--- config.mk ---
export PLATFORM = sky130hd
export DESIGN_NAME = program_loader
export DESIGN_NICKNAME = d
export VERILOG_FILES = /design/src/rtl/loader_pkg.sv /design/src/rtl/loader_xor_acc.sv /design/src/rtl/program_loader.sv
export SDC_FILE = /design/constraint.sdc
export NUM_CORES = 1
export LEC_CHECK = 0
export CAP_MARGIN = 40
export CORE_MARGIN = 2
export CORE_UTILIZATION = 51
export CTS_CLUSTER_SIZE = 8
export DETAILED_ROUTE_END_ITERATION = 16
export PLACE_DENSITY_LB_ADDON = 0.1
export SKIP_CTS_REPAIR_TIMING = 1
export SYNTH_ARGS = -nofsm -noshare
export SYNTH_HDL_FRONTEND = slang
export SYNTH_SLANG_ARGS = --single-unit
--- constraint.sdc ---
create_clock -name clk -period 1.9 [get_ports clk]
set_input_delay 0.38 -clock clk [delete_from_list [all_inputs] [get_ports clk]]
set_output_delay 0.38 -clock clk [all_outputs]
set_load 0.005 [all_outputs]
--- src/rtl/loader_pkg.sv ---
// Shared types and constants for the program loader.
// The CHK state exists only when LOADER_CHECKSUM_EN is defined.
package loader_pkg;

  // Frame start marker
  localparam logic [7:0] SYNC_BYTE = 8'h55;

  // Instruction field widths, shared with the instruction decoder
  localparam int unsigned OPCODE_W  = 5;
  localparam int unsigned OPERAND_W = 11;

  typedef enum logic [2:0] {
    StIdle,
    StLenH,
    StLenL,
    StDataH,
    StDataL,
`ifdef LOADER_CHECKSUM_EN
    StChk,
`endif
    StDone,
    StErr
  } loader_state_t;

  // Big-endian byte pair to instruction word {opcode, operand}
  function automatic logic [OPCODE_W+OPERAND_W-1:0] pack_word(input logic [7:0] hi,
                                                              input logic [7:0] lo);
    return {hi, lo};
  endfunction

endpackage

--- src/rtl/loader_xor_acc.sv ---
// 8-bit running XOR accumulator with synchronous clear and enable.
// Used by program_loader only when LOADER_CHECKSUM_EN is defined.
module loader_xor_acc (
  input  logic       clk,
  input  logic       rst_n,
  input  logic       clr,
  input  logic       en,
  input  logic [7:0] din,
  output logic [7:0] acc
);

  logic [7:0] acc_q;

  // Clear has priority; otherwise fold in each enabled byte
  always_ff @(posedge clk or negedge rst_n) begin
    if (!rst_n) begin
      acc_q <= '0;
    end else if (clr) begin
      acc_q <= '0;
    end else if (en) begin
      acc_q <= acc_q ^ din;
    end
  end

  assign acc = acc_q;

endmodule

--- src/rtl/program_loader.sv ---
// Program loader: decodes a UART byte-stream frame (sync, 16-bit word count,
// big-endian words) into program memory writes and holds the CPU in reset
// until a frame completes cleanly.
// Optional trailing XOR checksum byte: define LOADER_CHECKSUM_EN.
module program_loader
  import loader_pkg::*;
#(
  parameter int unsigned ADDR_W  = 11,
  parameter int unsigned INSTR_W = 16
) (
  input  logic               clk,
  input  logic               rst_n,
  input  logic [7:0]         rx_data,
  input  logic               rx_valid,
  output logic               mem_we,
  output logic [ADDR_W-1:0]  mem_addr,
  output logic [INSTR_W-1:0] mem_wdata,
  output logic               cpu_rst_n,
  output logic               load_done,
  output logic               load_err
);

  // Word count needs one extra bit so a full-depth image is representable
  localparam int unsigned CntW = ADDR_W + 1;

  loader_state_t state_q, state_d;
  logic [7:0]         len_hi_q, len_hi_d;
  logic [CntW-1:0]    len_q, len_d;
  logic [CntW-1:0]    cnt_q, cnt_d;
  logic [ADDR_W-1:0]  addr_q, addr_d;
  logic [7:0]         hi_q, hi_d;
  logic               we_q, we_d;
  logic [ADDR_W-1:0]  waddr_q, waddr_d;
  logic [INSTR_W-1:0] wdata_q, wdata_d;

  logic [15:0] len_full;
  logic        len_bad;
  logic        is_sync;

  assign len_full = {len_hi_q, rx_data};
  assign len_bad  = (len_full == 16'd0) || ({16'd0, len_full} > (32'd1 << ADDR_W));
  assign is_sync  = (rx_data == SYNC_BYTE);

`ifdef LOADER_CHECKSUM_EN
  logic [7:0] xor_acc;
  logic       xor_clr;
  logic       xor_en;

  // Restart the checksum at every accepted sync; fold every length and data byte
  assign xor_clr = rx_valid && is_sync &&
                   (state_q == StIdle || state_q == StDone || state_q == StErr);
  assign xor_en  = rx_valid &&
                   (state_q == StLenH || state_q == StLenL ||
                    state_q == StDataH || state_q == StDataL);

  loader_xor_acc u_xor_acc (
    .clk   (clk),
    .rst_n (rst_n),
    .clr   (xor_clr),
    .en    (xor_en),
    .din   (rx_data),
    .acc   (xor_acc)
  );
`endif

  // State and datapath registers
  always_ff @(posedge clk or negedge rst_n) begin
    if (!rst_n) begin
      state_q  <= StIdle;
      len_hi_q <= '0;
      len_q    <= '0;
      cnt_q    <= '0;
      addr_q   <= '0;
      hi_q     <= '0;
      we_q     <= 1'b0;
      waddr_q  <= '0;
      wdata_q  <= '0;
    end else begin
      state_q  <= state_d;
      len_hi_q <= len_hi_d;
      len_q    <= len_d;
      cnt_q    <= cnt_d;
      addr_q   <= addr_d;
      hi_q     <= hi_d;
      we_q     <= we_d;
      waddr_q  <= waddr_d;
      wdata_q  <= wdata_d;
    end
  end

  // Frame decoder: next state and write-register contents per accepted byte
  always_comb begin
    state_d  = state_q;
    len_hi_d = len_hi_q;
    len_d    = len_q;
    cnt_d    = cnt_q;
    addr_d   = addr_q;
    hi_d     = hi_q;
    we_d     = 1'b0;
    waddr_d  = waddr_q;
    wdata_d  = wdata_q;

    if (rx_valid) begin
      unique case (state_q)
        // Only a sync byte starts a frame here; anything else is dropped
        StIdle, StDone, StErr: begin
          if (is_sync) begin
            state_d = StLenH;
            addr_d  = '0;
            cnt_d   = '0;
          end
        end
        StLenH: begin
          len_hi_d = rx_data;
          state_d  = StLenL;
        end
        StLenL: begin
          if (len_bad) begin
            state_d = StErr;
          end else begin
            len_d   = CntW'(len_full);
            state_d = StDataH;
          end
        end
        StDataH: begin
          hi_d    = rx_data;
          state_d = StDataL;
        end
        StDataL: begin
          we_d    = 1'b1;
          waddr_d = addr_q;
          wdata_d = INSTR_W'(pack_word(hi_q, rx_data));
          addr_d  = addr_q + ADDR_W'(1);
          cnt_d   = cnt_q + CntW'(1);
          if (cnt_q + CntW'(1) == len_q) begin
`ifdef LOADER_CHECKSUM_EN
            state_d = StChk;
`else
            state_d = StDone;
`endif
          end else begin
            state_d = StDataH;
          end
        end
`ifdef LOADER_CHECKSUM_EN
        StChk: begin
          state_d = (rx_data == xor_acc) ? StDone : StErr;
        end
`endif
        default: begin
          state_d = StIdle;
        end
      endcase
    end
  end

  assign mem_we    = we_q;
  assign mem_addr  = waddr_q;
  assign mem_wdata = wdata_q;

  // CPU runs only after a clean frame; a new sync drops it back into reset
  assign cpu_rst_n = (state_q == StDone);
  assign load_done = (state_q == StDone);
  assign load_err  = (state_q == StErr);

endmodule

==> flow_summary_export.csv <==
group,metric,value,unit
status,status,"complete, but fails checks",
status,violations,"negative setup slack",
synthesis,ys_seq_elements,82,
timing,fin_crit_sh,106,%
layout,area_growth,33.4,%
detailed_routing,via_per_inst,5.46,
floorplan,die_area,0.00862,mm²
timing,hold_viol,0,
worst_hold_path,hp-class,"in -> reg",
global_routing,antenna_found_initial,0,
timing,slew_violations,0,
timing,worst_slew_pin_slew,0.409,ns
synthesis,synth_nets,410,
critical_path,crit_chain,"nor4_1 -> nand3_1 -> xor2_1 -> nand2_1 -> or3_4 -> mux2_1",
global_routing,grt_busiest_layer,"met2",
global_routing,grt_use_met1,30.1,%
detailed_routing,drc_errors,0,
global_routing,overflow,0,
synthesis,syn_avg_cell_area,10.1,µm²
clock_tree,clock_sinks,82,
critical_path,cp-start-kind,"flip-flop",
clock_tree,clkTransAtPathRegs,0.09,ns
synthesis,synthTopCellsByCount,"nand2_1, dfrtp_1, a21oi_1, mux2_2",
global_routing,grt_pass1_wl,15200,µm
critical_path,worstSetupPathType,"reg -> reg",
placement,dp.cells,582,
detailed_routing,routed_wl,9480,µm
layout,post-route-util,69.9,%
global_routing,grt_pass1_vias,3218,
layout,num_antenna_cells,0,
timing,final.min_clock_period,2.01,ns
detailed_routing,wl_per_cell,15.6,µm
synthesis,async_flop_share,100,%
synthesis,yosysSeqAreaShare,50.9,%
synthesis,synth_top_area_cell,"dfrtp_1",
timing,finalClockSkew,0.0140,ns
power_and_ir_drop,vdd_drop_max,0.809,mV
synthesis,syn_area,0.00403,mm²
run,max-cap-violations,0,
synthesis,post-synth-top-count-cell,"nand2_1",
floorplan,die_w,92.9,µm
layout,finalInstanceArea,0.00537,mm²
synthesis,syn_inst,397,
placement,place.gp.congestion,0.917,
timing,clock.fmax,0.498,GHz
timing,slew_headroom,72.7,%
floorplan,core-area,0.00769,mm²
detailed_routing,drt-initial-drc-count,199,
placement,dp_hpwl,6590,µm
global_routing,track_usage,22.3,%
synthesis,synth-edff-count,0,
synthesis,synthFlopType,"dfrtp_1",
synthesis,synth_top_area_share,50.9,%
critical_path,cp.required,2.14,ns
critical_path,arrival,2.25,ns
clock_tree,cts_tree,"done",
critical_path,cp_max_fo,6,
floorplan,io-pin-count,42,
placement,placed_area,0.00501,mm²
detailed_routing,drt_first_pass_iters,4,
placement,post-place-ws,-0.628,ns
placement,port_buffers,41,
clock_tree,cts_root_buf,"clkbuf_8",
critical_path,slowest_stage,"or3_4",
power_and_ir_drop,powerDensity,1240,mW/mm²
global_routing,grt_max_degree,37,
power_and_ir_drop,total_power,0.00668,W
critical_path,crit_path_end_kind,"flip-flop",
synthesis,synth_area_leaders,"dfrtp_1, nand2_1, mux2_2, mux2_4, a21oi_1",
layout,nets,513,
layout,layout-drive-gt1-share,29.1,%
floorplan,start_util,52.4,%
layout,multi_input_area,0.00193,mm²
global_routing,grt_util_met2,36.0,%
layout,fillCellCount,589,
detailed_routing,ant_nets,0,
clock_tree,cts_max_path_buffers,2,
floorplan,fp-row-count,32,
clock_tree,clk_latency,0.35,ns
clock_tree,cts_made_buffers,9,
synthesis,ys_warn_count,0,
layout,final-seq-area,0.00206,mm²
timing,rsz0062_at_grt,"yes",
critical_path,cpPeakStageDelay,0.47,ns
timing,fin_ws,-0.107,ns
power_and_ir_drop,leakage,2.66,nW
synthesis,yosys.cell_types.count,56,
global_routing,use_met3,5.13,%
clock_tree,cts_max_level,3,
timing,setup_violations,13,
floorplan,die_y,92.9,µm
layout,stdcell_count,607,
detailed_routing,vias,3313,
## placed cells by master (no fill, tap or decap), drive strengths merged, types with 7 or more instances in the layout
cell           Yosys  layout
a31oi              9       9
nand3             11      11
dfrtp             82      82
xnor2              8       8
o21a               9       9
inv                4       7
and3              11      11
nor2              13      13
nor3               9       9
o21ai             10      10
mux2              28      28
a211o              7       7
buf               15      74
clkdlybuf4s50      0      30
dlymetal6s2s       0      10
clkbuf             9       9
a21oi             23      23
nand2             92      92
## logic make-up (layout without fill, tap and decap cells)
group           after synthesis  count (layout)  share of synthesized area [%]
buf+inv                      28             135                           3.29
xor+xnor                     13              13                           3.01
simple gates                164             165                           19.7
mux                          31              31                           9.51
flops                        82              82                           50.9
compound gates               77              77                           12.9
fa+ha+maj                     2               2                          0.621
## worst paths after layout
check,startpoint,endpoint,slack (ns),cells after the start
max in group asynchronous,rst_n,mem_wdata[5]$_DFFE_PN0P_,0.83,3
setup / recovery,len_hi_q[0]$_DFFE_PN0P_,len_q[11]$_DFFE_PN0P_,-0.11,6
hold reg to reg,hi_q[0]$_DFFE_PN0P_,mem_wdata[8]$_DFFE_PN0P_,0.47,2
setup reg to reg,len_hi_q[0]$_DFFE_PN0P_,len_q[11]$_DFFE_PN0P_,-0.11,6
min in group asynchronous,rst_n,mem_addr[10]$_DFFE_PN0P_,0.50,2
hold / removal,rx_data[0],hi_q[0]$_DFFE_PN0P_,0.36,2
## stage by stage
step / TNS (ns) / hold WS [ns]
5_1_grt: -2.26 / 0.356
4_1_cts: -4.58 / -0.0491
2_1_floorplan: -0.569 / 0.0844
3_3_place_gp: -17.40 / 0.345
6_report: -1.18 / 0.358
3_5_place_dp: -18.27 / 0.342
## worst max-delay path, delay by kind of cell (launching register included)
family / cells / cell delay (ns)
xor gates and xnor gates: 1 / 0.19
muxes: 1 / 0.32
DFF: 1 / 0.39
and+or+nand+nor: 4 / 1.00
## metal layers
layer  vias up  share of wire, %
li1       1604                 -
met1      1626                47
met2        68                47
met3        15               3.7
met4         0               1.6
met5         -                 0
## sequential cells by signal (all words and copies together) (netlist names)
register / cells
state_q: 3
len_hi_q: 8
mem_we: 1
addr_q: 11
mem_wdata: 16
mem_addr: 11
hi_q: 8
cnt_q: 12
len_q: 12
## power breakdown
group,internal (W),total [W],switching (W)
clock,0.000500,0.00119,0.000695
sequential,0.00231,0.00273,0.000420
combinational,0.00157,0.00276,0.00118
total,0.00438,0.00668,0.00230
## final cells by class
class,count,share of cell area (%)
repair buffers,115,19.6
inverters,4,0.279
clock buffers,9,2.31
multi-input cells,288,35.9
clock inverters,7,1.14
flip-flops and latches,82,38.3
well taps,102,2.37
No activity file was read; power rests on OpenSTA's default activity.
==> edit 1 (same flow settings) <==
The parameter `INSTR_W` goes from 16 to 14.
--- a/src/rtl/program_loader.sv
+++ b/src/rtl/program_loader.sv
@@ -6,7 +6,7 @@
   import loader_pkg::*;
 #(
   parameter int unsigned ADDR_W  = 11,
-  parameter int unsigned INSTR_W = 16
+  parameter int unsigned INSTR_W = 14
 ) (
   input  logic               clk,
   input  logic               rst_n,
Interface: changed (resized mem_wdata); port bits go from 42 to 40. No check against the original RTL was run, so the function may have changed too.
==> edit 1 against the unedited design <==
  * Die area shrank 6.1%
  * Critical endpoint is now state_q[2]
  * Sequential power shrank 5%
  * Global-route usage grew 0.40 points
  * Core utilization grew 0.47 points
  * Wire length shrank 8.6%
  * Power shrank 6.3%
  * Sequential cell count shrank 4
  * Fmax shrank 8.1%
  * Clock skew shrank 3.9 ps
  * Critical path type unchanged
  * Synthesized area shrank 6.4%
  * Count of clock-buffer cells in the layout is the same
  * The flow finishes with violations (hold timing, setup timing)
  * Design area shrank 5.5%
  * Non-clock buffer count shrank 10
  * Setup slack lost 180 ps
==> edit 1: results (changes against the unedited design) <==
| Metric | Value |
|---|---|
| Dpl cells | `566 (was 582)` |
| Mapped Avg Cell Area | `9.69 sq um (was 10.1 sq um)` |
| Vias per std cell | `5.27 (was 5.46)` |
| Delay-heaviest family, CP | `compound AO/OA/AOI/OAI gates (was simple AND/OR/NAND/NOR gates)` |
| Sum Neg Setup Slack | `-644 ps (was -1180 ps)` |
| Clk_skew | `10.0 ps (was 14.0 ps)` |
| Final hold slack | `-2.23 ps (was 358 ps)` |
| Port Buffers | `39 (was 41)` |
| Worst Max-Slew Pin Slew | `534 ps (was 409 ps)` |
| Syn nets | `402 (was 410)` |
| Failing checks | `hold timing, setup timing (was setup timing)` |
| Switching Fraction | `33.9% (was 34.4%)` |
| Dpl cell area | `4730 sq um (was 5010 sq um)` |
| Adder and majority gate portion of the synthesized area | `0.664% (was 0.621%)` |
| Critical path arrival | `2480 ps (was 2250 ps)` |
| Finished Layout Cells | `588 (was 607)` |
| Sequential share of the synthesized area | `51.8% (was 50.9%)` |
| Post-synthesis compound-gate area fraction | `11.0% (was 12.9%)` |
| Post-synth top cells | `94 x nand2_1, 78 x dfrtp_1, 29 x nor2_1, 29 x o21ai_0, 26 x mux2_2 (was 92 x nand2_1, 82 x dfrtp_1, 23 x a21oi_1)` |
| Final worst-path setup slack | `-284 ps (was -107 ps)` |
| Share of cells above drive strength 1 | `27.0% (was 29.1%)` |
| Total GRT Usage | `22.7% (was 22.3%)` |
| Largest net degree at the start of global routing | `41 (was 37)` |
| Routed len/inst | `14.7 microns (was 15.6 microns)` |
| Hold Path Class | `in -> async (was in -> reg)` |
| Global-route wire length before repair | `14800 microns (was 15200 microns)` |
| Distinct cells, synth | `53 (was 56)` |
| Lkg Pwr | `2.45 nW (was 2.66 nW)` |
| CTS root buffer | `clkbuf_8 (unchanged)` |
| Slowest cell on crit path | `dfrtp_2 (was or3_4)` |
| Final Wtd Congestion | `0.908 (was 0.917)` |
| Worst Path Max Fanout | `3 (was 6)` |
| Number of fill cells | `570 (was 589)` |
| Largest cells by area after synthesis | `dfrtp_1 52%, nand2_1 9.4%, mux2_2 7.8%, o21ai_0 3.8%, nor2_1 2.9% (was dfrtp_1 51%, nand2_1 8.6%, mux2_2 4.8%, mux2_4 3.7%, a21oi_1 2.9%)` |
| FFs w/ async S/R, synth | `100% (unchanged)` |
| Post-DP HPWL | `6140 microns (was 6590 microns)` |
| Final Setup Violations | `3 (was 13)` |
| Peak VDD IR | `0.000819 V (was 0.000809 V)` |
| Vias in the first global route | `3017 (was 3218)` |
| Setup WS pre-CTS | `-508 ps (was -628 ps)` |
| Xor/xnor share of the synthesized area | `4.18% (was 3.01%)` |
| Clock latency on the worst-skew pair | `approximately 360 ps` |
| Max reg flops | `14 (was 16)` |
| Initial DRC Count | `124 (was 199)` |
| Final Hold Viols | `16 (was 0)` |
| Status | `complete, but fails checks (unchanged)` |
| RR Startpoint | `cnt_q[1] (was len_hi_q[0])` |
| Fin nets | `497 (was 513)` |
| Mux contribution to synthesized area | `8.03% (was 9.51%)` |
[edit 1: cell types whose count changed in the layout (fill, tap and decap cells not counted), moves of 5 or more]
cell | unedited run | this run
a211o_1 | 7 | 0
a21oi_1 | 21 | 14
a31oi_1 | 9 | 4
buf_4 | 69 | 59
dfrtp_2 | 7 | 2
mux2_2 | 17 | 26
mux2_4 | 10 | 0
nor2_1 | 12 | 28
o21a_1 | 9 | 1
o21ai_0 | 8 | 28
xnor2_1 | 7 | 12
[edit 1: final cells by class]
cell class	instances	area share [%]
Multi-Input combinational cell	286	35.4
Clock inverter	7	1.72
Sequential cell	78	38.5
Timing Repair Buffer	105	19.2
Clock buffer	9	2.44
Inverter	4	0.296
Tap cell	99	2.44
[edit 1: logic make-up after synthesis]
logic type                 count (synthesis)
AOI/OAI and AO/OA                         68
xor gates and xnor gates                  18
adders and majority gates                  2
buffers and inverters                     25
DFF                                       78
muxes                                     27
and+or+nand+nor                          171
[edit 1: worst reg2reg max path, stage by stage, from the launching register on]
cell and delay (ps):
dfrtp_2 460, ha_4 240, xor2_1 140, a211oi_1 210
o2111ai_1 140, a2111o_1 350, a2111oi_4 260, buf_4 180
a31o_1 140
[edit 1: final timing paths]
check	end	slack [ps]	depth (start not counted)
worst max register to register	state_q[2]	-280	8
worst max-delay path	state_q[2]	-280	8
min in group clk	mem_wdata[10]	470	2
worst min-delay path	mem_addr[7]	-2	1
max in group asynchronous	hi_q[0]	1390	2
worst min register to register	mem_wdata[10]	470	2
[edit 1: per-layer routing]
layer	vias up	global-route usage, %	part of all wire [%]
met5	-	0	0
met4	0	7.18	1.7
met3	11	4.36	4.2
met2	61	37.5	49
met1	1509	30.6	45
li1	1520	-	-
[edit 1: metrics by stage]
step	util [%]	power (mW)
after floorplan	-	3.74
after global placement	65.5	4.71
after detailed placement	65.5	4.78
after CTS	68.5	6.13
after global routing	70.4	6.66
final	70.4	6.26
[edit 1: power by group through the flow]
| stage | registers (mW) | clock network, mW | logic [mW] |
|---|---|---|---|
| after floorplan | 2.52 | 0 | 1.22 |
| after global placement | 2.58 | 0 | 2.13 |
| after detailed placement | 2.60 | 0 | 2.18 |
| after CTS | 2.57 | 1.37 | 2.19 |
| after global routing | 2.66 | 1.44 | 2.56 |
| final | 2.59 | 1.34 | 2.33 |
==> edit 2 (same flow settings) <==
Made on the original files. `hi_q` no longer has a reset.
--- a/src/rtl/program_loader.sv
+++ b/src/rtl/program_loader.sv
@@ -71,7 +71,6 @@
       len_q    <= '0;
       cnt_q    <= '0;
       addr_q   <= '0;
-      hi_q     <= '0;
       we_q     <= 1'b0;
       waddr_q  <= '0;
       wdata_q  <= '0;
@@ -81,11 +80,14 @@
       len_q    <= len_d;
       cnt_q    <= cnt_d;
       addr_q   <= addr_d;
-      hi_q     <= hi_d;
       we_q     <= we_d;
       waddr_q  <= waddr_d;
       wdata_q  <= wdata_d;
     end
+  end
+
+  always_ff @(posedge clk) begin
+    hi_q <= hi_d;
   end
 
   // Frame decoder: next state and write-register contents per accepted byte
Check against the original RTL: same outputs for any inputs over 10 cycles, from zero or initial values and one cycle with rst_n low; that may be too few to reach the edited logic, so the function may still have changed.
==> edit 2 against the unedited design <==
  * The run still ends with setup timing left
  * Global-route usage fell by 0.36 points
  * Design area fell by 6.0%
  * Sequential cell count did not move
  * Register-to-register slack got worse by 340 ps
  * Wire length fell by 8.8%
  * Power fell by 8.2%
  * Setup slack got worse by 380 ps
  * Synthesized area fell by 7.4%
  * Largest power group is now sequential cells
  * Highest routed layer unchanged
==> edit 2: results (changes against the unedited design) <==
| Metric | Value |
|---|---|
| Number of fill cells | `551 (was 589)` |
| Share of cells above drive strength 1 | `25.6% (was 29.1%)` |
| Final hold slack | `380 ps (was 358 ps)` |
| R2R Path End | `len_q[9] (was len_q[11])` |
| Final Wtd Congestion | `0.809 (was 0.917)` |
| Crit. Startpoint | `rx_data[4] (was len_hi_q[0])` |
| Initial DRC Count | `170 (was 199)` |
| Comb pwr | `2.12 mW (was 2.76 mW)` |
| Routed len/inst | `15.1 microns (was 15.6 microns)` |
| Failing checks | `setup timing (unchanged)` |
| Worst Max-Slew Pin Slew | `509 ps (was 409 ps)` |
| Vias in the first global route | `2691 (was 3218)` |
| Dpl cell area | `4620 sq um (was 5010 sq um)` |
| Status | `complete, but fails checks (unchanged)` |
| Post-DP HPWL | `5830 microns (was 6590 microns)` |
| Dpl cells | `543 (was 582)` |
| Met2 Usage GRT | `33.5% (was 36.0%)` |
| FFs w/ async S/R, synth | `90.2% (was 100%)` |
| Final worst-path setup slack | `-487 ps (was -107 ps)` |
| Largest net degree at the start of global routing | `33 (was 37)` |
| Fin nets | `481 (was 513)` |
| Met3 GRT Util | `3.88% (was 5.13%)` |
| Lkg Pwr | `2.46 nW (was 2.66 nW)` |
| Post-synth EDFFs | `8 (was 0)` |
| Mapped Avg Cell Area | `10.1 sq um (about the same)` |
| Sequential share of the synthesized area | `56.1% (was 50.9%)` |
| Final Setup Violations | `15 (was 13)` |
| Total GRT Usage | `21.9% (was 22.3%)` |
| Syn nets | `384 (was 410)` |
| Worst hold endpoint | `hi_q[5] (was hi_q[0])` |
| Clock latency on the worst-skew pair | `370 ps (was 350 ps)` |
-- edit 2: changes by cell type after synthesis, moves of 7 or more --
cell      unedited run  this run
edfxtp_1             0         8
a21oi_1             23         5
buf_2               13         1
a211o_1              7         0
o21a_1               9         1
mux2_4              10         0
dfrtp_1             82        74
o21ai_0              8        36
nand2_1             92       104
-- edit 2: cell families after synthesis --
group,count (synthesis),share of synthesized area (%)
AOI/OAI and AO/OA,58,9.42
xor gates and xnor gates,20,4.69
adders and majority gates,2,0.671
buffers and inverters,22,2.55
DFF,82,56.1
muxes,20,6.04
and+or+nand+nor,167,20.6
-- edit 2: layout make-up --
class                   count  area [sq um]  area share, %
well taps                  99           124           2.45
repair buffers            102           926           18.3
flip-flops and latches     82          2090           41.4
clock inverters             6          71.3           1.41
inverters                   5          18.8          0.371
clock buffers              10           149           2.95
multi-input cells         268          1670           33.1
-- edit 2: how the worst max path moves through the flow --
stage	endpoint	slack (ps)	depth (start not counted)
2_1_floorplan	len_q[10]	-400	7
3_5_place_dp	len_q[9]	-920	7
6_report	len_q[9]	-490	7
3_3_place_gp	len_q[9]	-890	7
4_1_cts	len_q[9]	-550	7
5_1_grt	len_q[11]	-540	7
-- edit 2: critical path, stage by stage --
cell,delay [ps]
clkdlybuf4s50_1,460
or3_4,420
nor3_4,200
xnor2_1,140
nand2_1,120
or4_4,590
mux2_4,330
-- edit 2: per-layer routing --
layer | part of all wire, % | wire (microns)
met5 | 0 | 0
met2 | 48 | 4130
met3 | 5.1 | 438
met1 | 46 | 3990
met4 | 0.97 | 84
